[config.mk]
export PLATFORM = sky130hd
export DESIGN_NAME = ct_ifu_icache_refill_wr_flat
export DESIGN_NICKNAME = d
export VERILOG_FILES = /design/src/rtl/ct_ifu_icache_pkg.sv /design/src/rtl/ct_ifu_icache_refill_wr_if.sv /design/src/rtl/ct_ifu_icache_refill_wr_drv.sv /design/src/rtl/ct_ifu_icache_refill_wr.sv /design/src/flat_wrapper.sv
export SDC_FILE = /design/constraint.sdc
export NUM_CORES = 1
export LEC_CHECK = 0
export ABC_AREA = 1
export CAP_MARGIN = 20
export CORE_MARGIN = 4
export CORE_UTILIZATION = 37
export DETAILED_ROUTE_END_ITERATION = 7
export HOLD_SLACK_MARGIN = 0.06
export PLACE_DENSITY_LB_ADDON = 0.12
export SYNTH_ARGS = -nofsm -noshare
export SYNTH_HDL_FRONTEND = slang
export SYNTH_SLANG_ARGS = --single-unit
[constraint.sdc]
create_clock -name forever_cpuclk -period 5.2 [get_ports forever_cpuclk]
set_input_delay 0.52 -clock forever_cpuclk [delete_from_list [all_inputs] [get_ports forever_cpuclk]]
set_output_delay 0.52 -clock forever_cpuclk [all_outputs]
set_load 0.05 [all_outputs]
[src/rtl/ct_ifu_icache_pkg.sv]
// Shared definitions for the IFU I-cache refill write path: FSM encoding,
// line geometry and the beat-field position inside the array index.
package ct_ifu_icache_pkg;

    typedef enum logic [1:0] {
        ST_IDLE = 2'd0,
        ST_FILL = 2'd1,
        ST_DONE = 2'd2
    } refill_state_e;

    localparam int REFILL_BEATS = 4;
    localparam int REFILL_BANKS = 4;
    localparam int BEAT_CNT_W   = $clog2(REFILL_BEATS);
    // A line occupies index[4:0]: beat number in [4:3], row offset [2:0] always zero.
    localparam int BEAT_LSB     = 3;
    localparam int LINE_OFF_W   = 5;

endpackage

[src/rtl/ct_ifu_icache_refill_wr_if.sv]
// Refill-buffer side handshake plus the data-array write bus of the refill writer.
interface ct_ifu_icache_refill_wr_if
    import ct_ifu_icache_pkg::*;
#(
    parameter int IDX_W  = 16,
    parameter int DATA_W = 128
);
    logic                        refill_req_vld;
    logic [IDX_W-LINE_OFF_W-1:0] refill_req_idx;
    logic                        refill_req_way;
    logic                        refill_req_rdy;
    logic                        refill_data_vld;
    logic [DATA_W-1:0]           refill_data;
    logic                        refill_data_rdy;
    logic                        ifu_rd_hold;
    logic                        refill_abort;
    logic                        refill_done;
    logic [IDX_W-1:0]            icache_wr_index;
    logic [DATA_W-1:0]           icache_wr_din;
    logic                        icache_wr_array0_cen_b;
    logic                        icache_wr_array1_cen_b;
    logic [REFILL_BANKS-1:0]     icache_wr_array0_clk_en;
    logic [REFILL_BANKS-1:0]     icache_wr_array1_clk_en;
    logic                        icache_wr_wen_b;

    modport slave (
        input  refill_req_vld, refill_req_idx, refill_req_way,
        input  refill_data_vld, refill_data, ifu_rd_hold, refill_abort,
        output refill_req_rdy, refill_data_rdy, refill_done,
        output icache_wr_index, icache_wr_din, icache_wr_wen_b,
        output icache_wr_array0_cen_b, icache_wr_array1_cen_b,
        output icache_wr_array0_clk_en, icache_wr_array1_clk_en
    );

    modport master (
        output refill_req_vld, refill_req_idx, refill_req_way,
        output refill_data_vld, refill_data, ifu_rd_hold, refill_abort,
        input  refill_req_rdy, refill_data_rdy, refill_done,
        input  icache_wr_index, icache_wr_din, icache_wr_wen_b,
        input  icache_wr_array0_cen_b, icache_wr_array1_cen_b,
        input  icache_wr_array0_clk_en, icache_wr_array1_clk_en
    );

endinterface

[src/rtl/ct_ifu_icache_refill_wr_drv.sv]
// Registered array write stage: one accepted beat becomes a single-cycle
// write strobe on the selected data array; index/din hold between writes.
module ct_ifu_icache_refill_wr_drv
    import ct_ifu_icache_pkg::*;
#(
    parameter int IDX_W  = 16,
    parameter int DATA_W = 128,
    parameter int CNT_W  = BEAT_CNT_W
) (
    input  logic                        clk,
    input  logic                        rst,
    input  logic                        wr_en,
    input  logic                        way,
    input  logic [IDX_W-LINE_OFF_W-1:0] idx,
    input  logic [CNT_W-1:0]            cnt,
    input  logic [DATA_W-1:0]           beat,
    output logic [IDX_W-1:0]            index,
    output logic [DATA_W-1:0]           din,
    output logic                        array0_cen_b,
    output logic                        array1_cen_b,
    output logic [REFILL_BANKS-1:0]     array0_clk_en,
    output logic [REFILL_BANKS-1:0]     array1_clk_en,
    output logic                        wen_b
);

    logic wr0_s;
    logic wr1_s;

    assign wr0_s = wr_en & ~way;
    assign wr1_s = wr_en &  way;

    // Strobes follow the accept every cycle; address/data only load on a write.
    always_ff @(posedge clk or posedge rst) begin
        if (rst) begin
            index         <= {IDX_W{1'b0}};
            din           <= {DATA_W{1'b0}};
            array0_cen_b  <= 1'b1;
            array1_cen_b  <= 1'b1;
            array0_clk_en <= {REFILL_BANKS{1'b0}};
            array1_clk_en <= {REFILL_BANKS{1'b0}};
            wen_b         <= 1'b1;
        end else begin
            array0_cen_b  <= ~wr0_s;
            array1_cen_b  <= ~wr1_s;
            array0_clk_en <= {REFILL_BANKS{wr0_s}};
            array1_clk_en <= {REFILL_BANKS{wr1_s}};
            wen_b         <= ~wr_en;
            if (wr_en) begin
                index <= {idx, cnt, {BEAT_LSB{1'b0}}};
                din   <= beat;
            end else begin
                index <= index;
                din   <= din;
            end
        end
    end

endmodule

[src/rtl/ct_ifu_icache_refill_wr.sv]
// I-cache line refill writer: accepts a line request, then four beats, each
// written to the chosen data array one cycle after acceptance. Fetch reads win.
module ct_ifu_icache_refill_wr
    import ct_ifu_icache_pkg::*;
#(
    parameter int IDX_W  = 16,
    parameter int DATA_W = 128,
    parameter int BEATS  = REFILL_BEATS
) (
    input  logic                      forever_cpuclk,
    input  logic                      cpurst,
    ct_ifu_icache_refill_wr_if.slave  bus
);

    localparam int CNT_W = $clog2(BEATS);

    refill_state_e               state_r;
    refill_state_e               next_state_s;
    logic [CNT_W-1:0]            cnt_r;
    logic [IDX_W-LINE_OFF_W-1:0] idx_r;
    logic                        way_r;
    logic                        req_rdy_r;
    logic                        done_r;
    logic                        req_acc_s;
    logic                        beat_acc_s;
    logic                        data_rdy_s;
    logic                        abort_s;
    logic                        last_beat_s;

    // Next-state and handshake decode; abort only matters while filling.
    always_comb begin
        next_state_s = state_r;
        req_acc_s    = 1'b0;
        data_rdy_s   = 1'b0;
        beat_acc_s   = 1'b0;
        abort_s      = 1'b0;
        last_beat_s  = 1'b0;
        case (state_r)
            ST_IDLE: begin
                req_acc_s = bus.refill_req_vld & req_rdy_r;
                if (req_acc_s) begin
                    next_state_s = ST_FILL;
                end else begin
                    next_state_s = ST_IDLE;
                end
            end
            ST_FILL: begin
                abort_s     = bus.refill_abort;
                data_rdy_s  = ~bus.ifu_rd_hold & ~bus.refill_abort;
                beat_acc_s  = data_rdy_s & bus.refill_data_vld;
                last_beat_s = beat_acc_s & (cnt_r == CNT_W'(BEATS - 1));
                if (abort_s) begin
                    next_state_s = ST_IDLE;
                end else if (last_beat_s) begin
                    next_state_s = ST_DONE;
                end else begin
                    next_state_s = ST_FILL;
                end
            end
            ST_DONE: begin
                next_state_s = ST_IDLE;
            end
            default: begin
                next_state_s = ST_IDLE;
            end
        endcase
    end

    // State register with registered request-ready and done pulse.
    always_ff @(posedge forever_cpuclk or posedge cpurst) begin
        if (cpurst) begin
            state_r   <= ST_IDLE;
            req_rdy_r <= 1'b0;
            done_r    <= 1'b0;
        end else begin
            state_r   <= next_state_s;
            req_rdy_r <= (next_state_s == ST_IDLE);
            done_r    <= last_beat_s;
        end
    end

    // Line context and beat counter; the counter only restarts via a new request or abort.
    always_ff @(posedge forever_cpuclk or posedge cpurst) begin
        if (cpurst) begin
            cnt_r <= {CNT_W{1'b0}};
            idx_r <= {(IDX_W-LINE_OFF_W){1'b0}};
            way_r <= 1'b0;
        end else if (req_acc_s) begin
            cnt_r <= {CNT_W{1'b0}};
            idx_r <= bus.refill_req_idx;
            way_r <= bus.refill_req_way;
        end else if (abort_s) begin
            cnt_r <= {CNT_W{1'b0}};
        end else if (beat_acc_s) begin
            cnt_r <= cnt_r + CNT_W'(1);
        end else begin
            cnt_r <= cnt_r;
        end
    end

    assign bus.refill_req_rdy  = req_rdy_r;
    assign bus.refill_data_rdy = data_rdy_s;
    assign bus.refill_done     = done_r;

    ct_ifu_icache_refill_wr_drv #(
        .IDX_W  (IDX_W),
        .DATA_W (DATA_W),
        .CNT_W  (CNT_W)
    ) u_drv (
        .clk           (forever_cpuclk),
        .rst           (cpurst),
        .wr_en         (beat_acc_s),
        .way           (way_r),
        .idx           (idx_r),
        .cnt           (cnt_r),
        .beat          (bus.refill_data),
        .index         (bus.icache_wr_index),
        .din           (bus.icache_wr_din),
        .array0_cen_b  (bus.icache_wr_array0_cen_b),
        .array1_cen_b  (bus.icache_wr_array1_cen_b),
        .array0_clk_en (bus.icache_wr_array0_clk_en),
        .array1_clk_en (bus.icache_wr_array1_clk_en),
        .wen_b         (bus.icache_wr_wen_b)
    );

endmodule
[src/flat_wrapper.sv]
// flat-port wrapper written by rule: the top's interface ports become plain ports
module ct_ifu_icache_refill_wr_flat import ct_ifu_icache_pkg::*;
#(
    parameter int IDX_W  = 16,
    parameter int DATA_W = 128,
    parameter int BEATS  = REFILL_BEATS
)
  (forever_cpuclk, cpurst, bus_refill_req_vld, bus_refill_req_idx, bus_refill_req_way, bus_refill_data_vld, bus_refill_data, bus_ifu_rd_hold, bus_refill_abort, bus_refill_req_rdy, bus_refill_data_rdy, bus_refill_done, bus_icache_wr_index, bus_icache_wr_din, bus_icache_wr_wen_b, bus_icache_wr_array0_cen_b, bus_icache_wr_array1_cen_b, bus_icache_wr_array0_clk_en, bus_icache_wr_array1_clk_en);
  ct_ifu_icache_refill_wr_if #(.IDX_W(IDX_W), .DATA_W(DATA_W)) bus_i ();
  input  logic forever_cpuclk;
  input  logic cpurst;
  input wire logic [$bits(bus_i.refill_req_vld)-1:0] bus_refill_req_vld;
  input wire logic [$bits(bus_i.refill_req_idx)-1:0] bus_refill_req_idx;
  input wire logic [$bits(bus_i.refill_req_way)-1:0] bus_refill_req_way;
  input wire logic [$bits(bus_i.refill_data_vld)-1:0] bus_refill_data_vld;
  input wire logic [$bits(bus_i.refill_data)-1:0] bus_refill_data;
  input wire logic [$bits(bus_i.ifu_rd_hold)-1:0] bus_ifu_rd_hold;
  input wire logic [$bits(bus_i.refill_abort)-1:0] bus_refill_abort;
  output wire logic [$bits(bus_i.refill_req_rdy)-1:0] bus_refill_req_rdy;
  output wire logic [$bits(bus_i.refill_data_rdy)-1:0] bus_refill_data_rdy;
  output wire logic [$bits(bus_i.refill_done)-1:0] bus_refill_done;
  output wire logic [$bits(bus_i.icache_wr_index)-1:0] bus_icache_wr_index;
  output wire logic [$bits(bus_i.icache_wr_din)-1:0] bus_icache_wr_din;
  output wire logic [$bits(bus_i.icache_wr_wen_b)-1:0] bus_icache_wr_wen_b;
  output wire logic [$bits(bus_i.icache_wr_array0_cen_b)-1:0] bus_icache_wr_array0_cen_b;
  output wire logic [$bits(bus_i.icache_wr_array1_cen_b)-1:0] bus_icache_wr_array1_cen_b;
  output wire logic [$bits(bus_i.icache_wr_array0_clk_en)-1:0] bus_icache_wr_array0_clk_en;
  output wire logic [$bits(bus_i.icache_wr_array1_clk_en)-1:0] bus_icache_wr_array1_clk_en;
  assign bus_i.refill_req_vld = bus_refill_req_vld;
  assign bus_i.refill_req_idx = bus_refill_req_idx;
  assign bus_i.refill_req_way = bus_refill_req_way;
  assign bus_i.refill_data_vld = bus_refill_data_vld;
  assign bus_i.refill_data = bus_refill_data;
  assign bus_i.ifu_rd_hold = bus_ifu_rd_hold;
  assign bus_i.refill_abort = bus_refill_abort;
  assign bus_refill_req_rdy = bus_i.refill_req_rdy;
  assign bus_refill_data_rdy = bus_i.refill_data_rdy;
  assign bus_refill_done = bus_i.refill_done;
  assign bus_icache_wr_index = bus_i.icache_wr_index;
  assign bus_icache_wr_din = bus_i.icache_wr_din;
  assign bus_icache_wr_wen_b = bus_i.icache_wr_wen_b;
  assign bus_icache_wr_array0_cen_b = bus_i.icache_wr_array0_cen_b;
  assign bus_icache_wr_array1_cen_b = bus_i.icache_wr_array1_cen_b;
  assign bus_icache_wr_array0_clk_en = bus_i.icache_wr_array0_clk_en;
  assign bus_icache_wr_array1_clk_en = bus_i.icache_wr_array1_clk_en;
  ct_ifu_icache_refill_wr #(.IDX_W(IDX_W), .DATA_W(DATA_W), .BEATS(BEATS)) u_core (.forever_cpuclk(forever_cpuclk), .cpurst(cpurst), .bus(bus_i));
endmodule
==> flow_summary.ini, run 1 <==
[outcome]
status = finished, final reports clean

[synth]
yosys_warnings = 0
synth.cell_area_um2 = 6260
ys_ff_latch = 164
syn_avg_cell_area_um2 = 8.89
yosysSeqAreaShare = 0.656
synth_top_area_share = 0.644
yosys.area.top_type = dfrtp_1
synth_top_cells_by_area = dfrtp_1 64%, nand2_1 27%, buf_2 2.1%, dfstp_2 1.3%, buf_4 1.2%
syn_inst = 704
netlist-cell-type-count = 20

[worst_setup_path]
crit_path_start_kind = primary input
cp_num_buf_inv = 3
critPathTopFamily = buffers and inverters
crit_slowest_cell = buf_4
worstPathArrival_ps = 3040
endpoint_kind = register
cp.required_ps = 5560
cpMostUsedCell = nand2_1
crit_fanout = 74
rr_endpoint = u_core.u_drv.din[79]$_DFFE_PP0N_
cp_cell_sequence = clkdlybuf4s50_1, nor2_2, nand2_1, nor2_4, buf_4, buf_4, nand2_1, nand2_1
r2r_start = u_core.state_r[1]$_DFF_PP0_
crit_type = primary input to register
reg2regPathDepth = 7
max_stage_delay_ps = 680
ff2ff_setup_slack_ps = 2770

[clock_tree]
clockBufferDepth = 2
post_cts_buffers = 0
cts_tree = done
clock-sinks = 164
cts_resized = 0
cts_made_buffers = 17
path_clk_slew_ps = 60
clk_latency_ps = 420
cts_htree_levels = 4
hold_buffers = 0
root_buffer = clkbuf_16

[die]
die_h_um = 138
pin_count = 304
core-area_um2 = 16600
die_area_um2 = 19100
num_rows = 47
die_w_um = 138
start_util = 0.377

[sta]
setup_viol = 0
fin_crit_sh = 0.515
setup_tns_ps = 0
worst-slew-pin-transition_ps = 903
fin_crit_ps = 2680
fmax_mhz = 373
drv_slew = 0
hold_viol_final = 0
fin_worst_skew_ps = 8.15
rsz0062_at_grt = false
relSlewSlack = 0.398
worst_slack_ps = 2520

[detailed_routing]
remaining_drc_errors = 0
firstDrtPassIters = 4
postRouteAntennaNets = 0
vias = 5364
wl_per_cell_um = 14.7
viasPerCell = 4.39
drt-initial-drc-count = 386
wirelength_mm = 18.0

[worst_hold_path]
hp-start = u_core.way_r$_DFFE_PP0N_
hold_path_class = register to register
min_path_cells = 1
hold_end = u_core.u_drv.array0_clk_en[0]$_DFF_PP0_

[grt]
grt_usage = 0.192
top_usage_layer = met2
antenna_found_initial = 1
use_met2 = 0.310
grt_pass1_wl_mm = 29.3
use_met3 = 0.0646
grt_max_degree = 100
first_global_vias = 5333
use_met1 = 0.239
grt_remaining_overflow = 0

[layout]
area_delta_synth_final_pct = 59.2
fillers = 1510
multi_input_area_um2 = 1880
drive_gt1_frac = 0.0459
ff_latch_area_um2 = 4110
nets = 1136
final_util = 0.601

[flow_run]
maxCapViolations = 0

[pwr]
total_leakage_power_nw = 4.91
power_density_nw_per_um2 = 711
ir_drop_mv = 0.322

[placed_design]
gp_congestion = 0.789
io_buffers = 300
pre_cts_slack_ps = 2070
dp_hpwl_mm = 12.7
[registers in the layout, summed over array words and instances (netlist names), 2 cells and up]
register,count
u_core.u_drv.din,128
u_core.u_drv.index,13
u_core.idx_r,11
u_core.cnt_r,2
u_core.state_r,2
[logic make-up after synthesis]
logic type,synth area share
adder cells (fa/ha/maj),0.00200
buffers and inverters,0.0442
flip-flops,0.656
AO/OA/AOI/OAI,0.00160
other,0.000599
AND/OR/NAND/NOR,0.295
[routing by layer]
layer | wire, um | vias to the layer above
met3 | 1300 | 27
met5 | 0 | -
met2 | 8620 | 188
met1 | 7700 | 2465
li1 | - | 2684
met4 | 396 | 0
[metrics by stage]
stage / cells / hold slack [ps] / instance area (um^2) / total power, mW
floorplan: 706 / 413 / 6270 / 4.49
global placement: 1190 / 437 / 9360 / 5.83
detailed placement: 1190 / 437 / 9360 / 5.86
CTS: 1222 / 448 / 9970 / 7.17
global route: 1223 / 477 / 9970 / 7.45
finish: 1223 / 440 / 9970 / 7.09
[cell usage after synthesis, drive strengths merged]
library cell	n
dfrtp	161
nor2	12
nand4	2
conb	1
clkbuf	5
dfstp	3
buf	37
inv	11
nand3	12
o21ai	1
ha	1
nor3	3
a21oi	1
or2	1
nand2	453
[where the power goes]
group          internal, mW  switching (mW)  leakage, nW
Sequential             1.84           0.289         2.06
Clock                 0.759           0.524        0.294
Combinational          1.16            2.52         2.56
[cell usage in the layout (no fill, tap or decap), types with 2 or more instances in the layout]
cell type / Yosys / final
nand2_1: 453 / 453
clkdlybuf4s50_1: 0 / 300
dfrtp_1: 161 / 161
clkbuf_16: 0 / 17
nand3_1: 12 / 12
nor2_1: 10 / 10
inv_1: 10 / 9
buf_4: 10 / 6
inv_6: 0 / 5
clkinv_2: 0 / 4
nor3_1: 3 / 3
conb_1: 1 / 3
bufinv_16: 0 / 3
dfstp_2: 3 / 3
nand4_1: 2 / 2
clkinvlp_4: 0 / 2
clkinv_4: 0 / 2
[worst register-to-register path, cell delays in order, from the launching register on]
cell,delay (ps)
dfrtp_1,400
inv_1,80
nand2_1,120
nor2_4,160
buf_4,620
buf_4,710
nand2_1,170
nand2_1,100
[layout make-up]
class,count,area share
sequential,164,0.412
timing repair buffer,306,0.306
multi-input combinational,489,0.189
clock buffer,17,0.0427
tap,220,0.0276
clock inverter,15,0.0178
inverter,11,0.00490
antenna,1,0.000251
[how the worst max path moves through the flow]
stage                          from                               end  slack [ps]  cells past startpoint
CTS                 bus_ifu_rd_hold  u_core.u_drv.din[79]$_DFFE_PP0N_        2490                      8
global placement    bus_ifu_rd_hold  u_core.u_drv.din[31]$_DFFE_PP0N_        2060                      8
finish              bus_ifu_rd_hold  u_core.u_drv.din[79]$_DFFE_PP0N_        2520                      8
global route        bus_ifu_rd_hold  u_core.u_drv.din[63]$_DFFE_PP0N_        2250                      8
detailed placement  bus_ifu_rd_hold  u_core.u_drv.din[31]$_DFFE_PP0N_        2070                      8
floorplan                    cpurst  u_core.bus.refill_done$_DFF_PP0_         250                      1
Note: power is estimated with default switching activity, not from simulation.
==> run 2, diff against run 1 <==
==> constraint.sdc (replaced) <==
create_clock -name forever_cpuclk -period 2.2 [get_ports forever_cpuclk]
set_input_delay 0.22 -clock forever_cpuclk [delete_from_list [all_inputs] [get_ports forever_cpuclk]]
set_output_delay 0.22 -clock forever_cpuclk [all_outputs]
set_load 0.05 [all_outputs]
==> flow_summary.ini, run 2 (synthesis results as in run 1) <==
[layout]
largest_register_ff_count = 128
mostFrequentLayoutCells = 453 x nand2_1, 299 x clkdlybuf4s50_1, 161 x dfrtp_1, 17 x clkbuf_16, 12 x nand3_1
area_delta_synth_final_pct = 60.4
max_flop_register = u_core.u_drv.din
fillers = 1483
diodes = 0
top_regs = u_core.u_drv.din (128), u_core.u_drv.index (13), u_core.idx_r (11)
final_common_cell = nand2_1
drive_gt1_frac = 0.0458
nets = 1141

[sta]
fin_worst_skew_ps = 5.32
worst_slack_ps = 215
fmax_mhz = 504
setup_viol = 0
fin_crit_sh = 0.902
worst-slew-pin-transition_ps = 569
drv_slew = 0
rsz0062_at_grt = false
relSlewSlack = 0.620
fin_crit_ps = 1980
hold_viol_final = 0

[detailed_routing]
firstDrtPassIters = 4
remaining_drc_errors = 0
viasPerCell = 4.37
met2_wirelength_mm = 8.75
drt-initial-drc-count = 212
postRouteAntennaNets = 0
wirelength_mm = 18.0
highest_layer = met4
m1WireLength_mm = 7.64
vias = 5351
wl_per_cell_um = 14.7
routed-wl-met3_mm = 1.24

[clock_tree]
hold_buffers = 0
cts_tree = done
root_buffer = clkbuf_16
post_cts_buffers = 0
path_clk_slew_ps = 60
cts_made_buffers = 17
clockBufferDepth = 2
cts_htree_levels = 4
clock-sinks = 164
cts_resized = 0
clk_latency_ps = 410

[worst_setup_path]
crit_slowest_cell = clkdlybuf4s50_1
critPathTopFamily = buffers and inverters
ff2ff_setup_slack_ps = 700
crit_fanout = 1
worstPathArrival_ps = 1760
reg2regPathDepth = 7
cp_cell_sequence = clkdlybuf4s50_1
r2r_start = u_core.state_r[0]$_DFF_PP0_
crit_type = register to output port
cp_num_buf_inv = 1
endpoint_kind = output port
max_stage_delay_ps = 840
rr_endpoint = u_core.cnt_r[0]$_DFFE_PP0P_
cp.required_ps = 1980
crit_end = bus_icache_wr_array0_cen_b
crit_start = u_core.u_drv.array0_cen_b$_DFF_PP1_
crit_path_start_kind = register
path_depth = 1

[grt]
antenna_found_initial = 0
grt_remaining_overflow = 0
grt_usage = 0.188
grt_pass1_wl_mm = 28.7
grt_max_degree = 80
first_global_vias = 5135

[die]
start_util = 0.377
num_rows = 47
die_w_um = 138
die_h_um = 138
core-area_um2 = 16600
pin_count = 304
die_area_um2 = 19100

[pwr]
power_mw = 16.7
ir_drop_mv = 0.842
power_density_nw_per_um2 = 1660
total_leakage_power_nw = 4.95

[placed_design]
pre_cts_slack_ps = 379
io_buffers = 300
gp_congestion = 0.783
dp_hpwl_mm = 12.8

[flow_run]
maxCapViolations = 0

[worst_hold_path]
hold_path_class = primary input to asynchronous set/reset pin

[outcome]
status = finished, final reports clean
[run 2: area by class of cell]
class                   count  area (um^2)  area share
clock buffers              24          492      0.0490
clock inverters             5         75.1     0.00748
inverters                  11         47.5     0.00474
multi-input cells         489         1880       0.188
flip-flops and latches    164         4110       0.409
well taps                 220          275      0.0274
repair buffers            311         3160       0.315
[run 2: worst min path at each step]
stage,cells past startpoint,slack [ps],end,start
floorplan,1,290,u_core.bus.refill_done$_DFF_PP0_,bus_ifu_rd_hold
global placement,2,450,u_core.u_drv.din[19]$_DFFE_PP0N_,u_core.u_drv.din[19]$_DFFE_PP0N_
detailed placement,2,460,u_core.u_drv.din[49]$_DFFE_PP0N_,u_core.u_drv.din[49]$_DFFE_PP0N_
CTS,2,200,u_core.u_drv.din[58]$_DFFE_PP0N_,cpurst
global route,2,220,u_core.u_drv.din[113]$_DFFE_PP0N_,cpurst
finish,2,200,u_core.u_drv.din[58]$_DFFE_PP0N_,cpurst
[run 2: routing by layer]
layer,vias to the layer above,global-route usage
li1,2686,-
met1,2456,0.237
met2,182,0.303
met3,27,0.0691
met4,0,0.0608
met5,-,0
[run 2: through the flow]
step	std cells	utilization	TNS (ps)	cell area [um^2]	hold slack [ps]
3_5_place_dp	1195	0.571	0	9470	457
2_1_floorplan	706	-	-16480	6270	292
6_report	1224	0.605	0	10000	202
4_1_cts	1224	0.605	0	10000	196
3_3_place_gp	1195	0.571	0	9470	452
5_1_grt	1224	0.605	0	10000	224
[run 2: power breakdown]
group | leakage (nW) | switching, mW | internal [mW]
logic | 2.61 | 5.97 | 2.78
clock network | 0.282 | 1.11 | 1.77
registers | 2.06 | 0.687 | 4.34
